[src/rtl/disp_pixout_pkg.sv]
// Shared display-output definitions: FSM encoding, colour defaults and the
// panel-side pipeline latency.
package disp_pixout_pkg;

  typedef enum logic [1:0] {
    IDLE   = 2'd0,
    WAIT   = 2'd1,
    ACTIVE = 2'd2
  } state_t;

  localparam int          COLW_DEF      = 8;
  localparam logic [23:0] BLANK_RGB_DEF = 24'h000000;
  localparam int          PIX_LAT       = 2;

  typedef struct packed {
    logic hsync_x;
    logic vsync_x;
    logic de;
  } sync_t;

  // Syncs idle high and DE idles low so the panel sees a quiet bus in reset.
  localparam sync_t SYNC_RST = '{hsync_x: 1'b1, vsync_x: 1'b1, de: 1'b0};

endpackage

[src/rtl/disp_pixout_sync_dly.sv]
// N-stage delay line for the panel timing bundle {HSYNC_X, VSYNC_X, DE}.
module disp_pixout_sync_dly
  import disp_pixout_pkg::*;
#(
  parameter int N = PIX_LAT
) (
  input  logic  clk,
  input  logic  rst_n,
  input  sync_t src,
  output sync_t dly
);

  sync_t pipe [N];

  always_ff @(posedge clk or negedge rst_n) begin
    if (!rst_n) begin
      for (int i = 0; i < N; i++) pipe[i] <= SYNC_RST;
    end else begin
      pipe[0] <= src;
      for (int i = 1; i < N; i++) pipe[i] <= pipe[i-1];
    end
  end

  assign dly = pipe[N-1];

endmodule

[src/rtl/disp_pixout.sv]
// Panel output stage: aligns FIFO pixels with delayed syncgen timing, gates
// display on/off at frame starts and flags line-FIFO underflow.
module disp_pixout
  import disp_pixout_pkg::*;
#(
  parameter int              COLW      = COLW_DEF,
  parameter logic [3*COLW-1:0] BLANK_RGB = (3*COLW)'(BLANK_RGB_DEF)
) (
  input  logic              DCLK,
  input  logic              DRST_X,
  input  logic              DISPON,
  input  logic              CLR_UNDER,
  input  logic              SG_HSYNC_X,
  input  logic              SG_VSYNC_X,
  input  logic              SG_preDE,
  input  logic              SG_VRSTART,
  input  logic [3*COLW-1:0] FIFO_DOUT,
  input  logic              FIFO_EMPTY,
  output logic              FIFO_RD,
  output logic [COLW-1:0]   DSP_R,
  output logic [COLW-1:0]   DSP_G,
  output logic [COLW-1:0]   DSP_B,
  output logic              DSP_DE,
  output logic              DSP_HSYNC_X,
  output logic              DSP_VSYNC_X,
  output logic              UNDERFLOW,
  output logic              DISP_ACT
);

  state_t            state;
  logic              vr_d1;
  logic              vr_rise;
  logic              act;
  logic              rd_d1;
  logic              de_d1;
  logic [3*COLW-1:0] rgb;
  sync_t             sync_src;
  sync_t             sync_dly;

  assign vr_rise = SG_VRSTART & ~vr_d1;
  assign act     = (state == ACTIVE);
  assign FIFO_RD = SG_preDE & act & ~FIFO_EMPTY;

  // Display on/off only takes effect on a frame-start edge.
  always_ff @(posedge DCLK or negedge DRST_X) begin
    if (!DRST_X) begin
      state    <= IDLE;
      DISP_ACT <= 1'b0;
      vr_d1    <= 1'b0;
    end else begin
      vr_d1 <= SG_VRSTART;
      case (state)
        IDLE: begin
          if (DISPON) state <= WAIT;
        end
        WAIT: begin
          if (!DISPON) begin
            state <= IDLE;
          end else if (vr_rise) begin
            state    <= ACTIVE;
            DISP_ACT <= 1'b1;
          end
        end
        ACTIVE: begin
          if (vr_rise && !DISPON) begin
            state    <= IDLE;
            DISP_ACT <= 1'b0;
          end
        end
        default: begin
          state    <= IDLE;
          DISP_ACT <= 1'b0;
        end
      endcase
    end
  end

  // FIFO data lands one cycle after the pop, so the pixel register sits at
  // the second stage alongside the delayed DE.
  always_ff @(posedge DCLK or negedge DRST_X) begin
    if (!DRST_X) begin
      rd_d1     <= 1'b0;
      de_d1     <= 1'b0;
      rgb       <= '0;
      UNDERFLOW <= 1'b0;
    end else begin
      rd_d1 <= FIFO_RD;
      de_d1 <= SG_preDE;
      if (rd_d1)      rgb <= FIFO_DOUT;
      else if (de_d1) rgb <= BLANK_RGB;
      else            rgb <= '0;
      if (SG_preDE && act && FIFO_EMPTY) UNDERFLOW <= 1'b1;
      else if (CLR_UNDER)                UNDERFLOW <= 1'b0;
    end
  end

  assign sync_src = '{hsync_x: SG_HSYNC_X, vsync_x: SG_VSYNC_X, de: SG_preDE};

  disp_pixout_sync_dly #(.N(PIX_LAT)) u_sync_dly (
    .clk   (DCLK),
    .rst_n (DRST_X),
    .src   (sync_src),
    .dly   (sync_dly)
  );

  assign DSP_DE      = sync_dly.de;
  assign DSP_HSYNC_X = sync_dly.hsync_x;
  assign DSP_VSYNC_X = sync_dly.vsync_x;
  assign {DSP_R, DSP_G, DSP_B} = rgb;

endmodule

[config.mk]
export PLATFORM = sky130hd
export DESIGN_NAME = disp_pixout
export DESIGN_NICKNAME = d
export VERILOG_FILES = /design/src/rtl/disp_pixout_pkg.sv /design/src/rtl/disp_pixout_sync_dly.sv /design/src/rtl/disp_pixout.sv
export SDC_FILE = /design/constraint.sdc
export NUM_CORES = 1
export LEC_CHECK = 0
export CAP_MARGIN = 10
export CORE_AREA = 2 2 68 70
export DETAILED_ROUTE_END_ITERATION = 8
export DIE_AREA = 0 0 70 72
export HOLD_SLACK_MARGIN = 0.15
export PLACE_DENSITY = 0.62
export SYNTH_ARGS = -nofsm -noshare
export SYNTH_HDL_FRONTEND = slang
export SYNTH_SLANG_ARGS = --single-unit
[constraint.sdc]
create_clock -name DCLK -period 1 [get_ports DCLK]
set_input_delay 0.2 -clock DCLK [delete_from_list [all_inputs] [get_ports DCLK]]
set_output_delay 0.2 -clock DCLK [all_outputs]
set_load 0.02 [all_outputs]
==> impl_metrics.ini <==
[outcome]
status = finished, violations left
violations = setup timing

[floorplanning]
dieWidth_microns = 70
rows = 24
fp.dieArea_sq_um = 5040
initial_core_util_pct = 27.0
core_area_sq_um = 4260
die_h_microns = 72
io_pins = 63

[placement]
hpwl_mm = 1.88
port_buffers = 62
gp_congestion = 0.694
dpl_cell_area_sq_um = 1880

[detailed_routing]
vias_per_cell = 4.16
dr.pass1.iters = 2
drt_iter0_markers = 18
wl_per_cell_microns = 12.8
via_count = 840
drtAntennaViolNets = 0
route.detailed.drc = 0
wirelength_mm = 2.58

[critical_path]
crit_start = state[0]
end_kind = primary output
cp_top_family = flip-flops
reg2reg_depth = 5
cp_max_fo = 2
cp_slowest_cell = dfrtp_1
crit_path_max_incr_delay_ns = 0.40
cp_cell_sequence = nand2b_4, nor3b_4, buf_6
crit_buf_inv = 1
r2r-end = DISP_ACT
rrSetupSlack_ns = -0.23
required_ns = 0.80
start_kind = flip-flop
cp-endpoint = FIFO_RD
reg2reg_from = state[0]
crit_cells = 3
critical_path_class = flip-flop to primary output
worstPathArrival_ns = 1.18

[synth]
synth.area.mux_share_pct = 0
yosysTopAreaCell = dfrtp_1
synth-adder-area-share_pct = 0
synth_seq_cells = 36
netlist_instances = 75
synth.distinct_cells = 13
synth_compound_area_share_pct = 2.07
syn_area_per_cell_sq_um = 15.3
yosys.area_share.simple_pct = 17.7
syn-num-nets = 108
synth_top_family_by_area = simple AND/OR/NAND/NOR gates
synth_top_area_share_pct = 69.6
syn_area_sq_um = 1150
synth-warning-count = 0
synth_area_leaders = dfrtp_1, and2_1, dfstp_2
synth-xor-area-share_pct = 0
yosysSeqAreaShare_pct = 78.7

[clock_network]
cts_max_level = 2
cts_made_buffers = 5
clock_latency_ns = 0.28
cts_tree = built
cts_root_buffer = clkbuf_8
clk_pin_slew_ns = 0.07
clk_path_buf_depth = 2
clock-sinks = 36

[layout]
design_area_sq_um = 2070
multi_input_area_sq_um = 264
area_growth_pct = 79.5
diodes = 0
fin_nets = 183
most-common-layout-cells = dfrtp_1, clkdlybuf4s50_1, buf_6
area.sequential_sq_um = 907
drive_gt1_share_pct = 37.3
fill_cells = 368

[timing]
max_freq_mhz = 723
final.setup_skew_ns = 0.00627
slew_headroom_pct = 78.6
period_share_pct = 138
setup_tns_ns = -1.16
finalCriticalPeriod_ns = 1.38
report.final.slew_viol_count = 0
rsz0062_at_grt = yes
final-setup-viol-count = 10
final.setup.worst_slack_ns = -0.383
worstMarginPinSlew_ns = 0.321
hold_viol_final = 0

[pwr]
p_leak_nw = 0.993
peakVddDrop_v = 0.000990
power.density_nw_per_um2 = 1420

[flow_run]
max-cap-violations = 0

[global_route]
grt_pass1_vias = 985
globalRouteOverflowTotal = 0
track_usage_pct = 11.6
grt_max_degree = 37
grt_pass1_wl_mm = 4.44
grt_antenna_before_repair = 0

[min_path]
hp-class = primary input to flip-flop
holdPathStages = 1
## state kept, by name (all words and copies together) (netlist names)
register and count:
u_sync_dly.pipe 3, UNDERFLOW 1, rd_d1 1, rgb 24, u_sync_dly.dly 3, DISP_ACT 1, vr_d1 1, state 2
## cells by family (layout without fill, tap and decap cells)
kind of cell	after synthesis	count (layout)
AO/OA/AOI/OAI	4	4
buffers and inverters	4	79
AND/OR/NAND/NOR	31	31
flip-flops	36	36
## Yosys cell counts
master	count
a21oi_1	1
and2_1	24
and3b_1	1
buf_2	2
dfrtp_1	32
dfstp_2	4
inv_1	2
nand2b_1	1
nand3b_1	1
nand4b_1	1
nor3b_1	3
o21ai_0	2
o32ai_1	1
## final cells by class
| class | instances | area share (%) |
|---|---|---|
| sequential | 36 | 43.9 |
| clock buffer | 7 | 4.66 |
| timing repair buffer | 70 | 35.1 |
| multi-input combinational | 35 | 12.8 |
| inverter | 2 | 0.363 |
| tap | 52 | 3.15 |
## power by group
group          total (mW)  switching [mW]  leakage [nW]  internal (mW)
clock                1.07           0.462        0.0503          0.613
combinational       0.327           0.117         0.470          0.210
sequential           1.52          0.0254         0.473           1.50
## stage by stage
step / setup slack (ns) / utilization (%) / total power [mW] / cells / hold slack [ns]
after CTS: -0.378 / 46.6 / 2.94 / 201 / 0.316
after global placement: -0.691 / 44.2 / 1.83 / 191 / 0.177
after floorplan: -0.0214 / - / 1.61 / 75 / -0.0956
final: -0.383 / 48.4 / 2.93 / 202 / 0.327
after global routing: -0.447 / 48.4 / 3.08 / 202 / 0.313
after detailed placement: -0.705 / 44.2 / 1.84 / 191 / 0.181
## worst min-delay path by stage
stage	slack, ns	start	endpoint
detailed placement	0.18	DRST_X	UNDERFLOW
global placement	0.18	DRST_X	DISP_ACT
CTS	0.32	SG_VSYNC_X	u_sync_dly.pipe[4]
floorplan	-0.1	DRST_X	DISP_ACT
global route	0.31	SG_VSYNC_X	u_sync_dly.pipe[4]
finish	0.33	SG_VSYNC_X	u_sync_dly.pipe[4]
## layer usage
metal  GRT usage (%)  vias to the layer above  share of wire [%]
met2            20.4                       54                 51
met1            11.4                      395                 35
met5               0                        -                  0
met4            4.49                        0                2.1
li1                -                      384                  -
met3            6.67                        7                 13
## worst register-to-register path: cells and delay by family, from the launching register on
| kind | cells | cell delay (ns) |
|---|---|---|
| buf+inv | 2 | 0.25 |
| compound gates | 2 | 0.23 |
| flops | 1 | 0.40 |
| simple gates | 1 | 0.23 |
## timing repair
action / 4_1_cts / 5_1_grt
hold buffers: 1 / 0
hold endpoints to repair: 36 / 0
pin swaps: 2 / 2
endpoints found under the setup margin: 30 / 57
setup buffers: 2 / 1
cloned: 0 / 0
gates resized for setup: 162 / 24
Power figures use the tool's default switching activity.
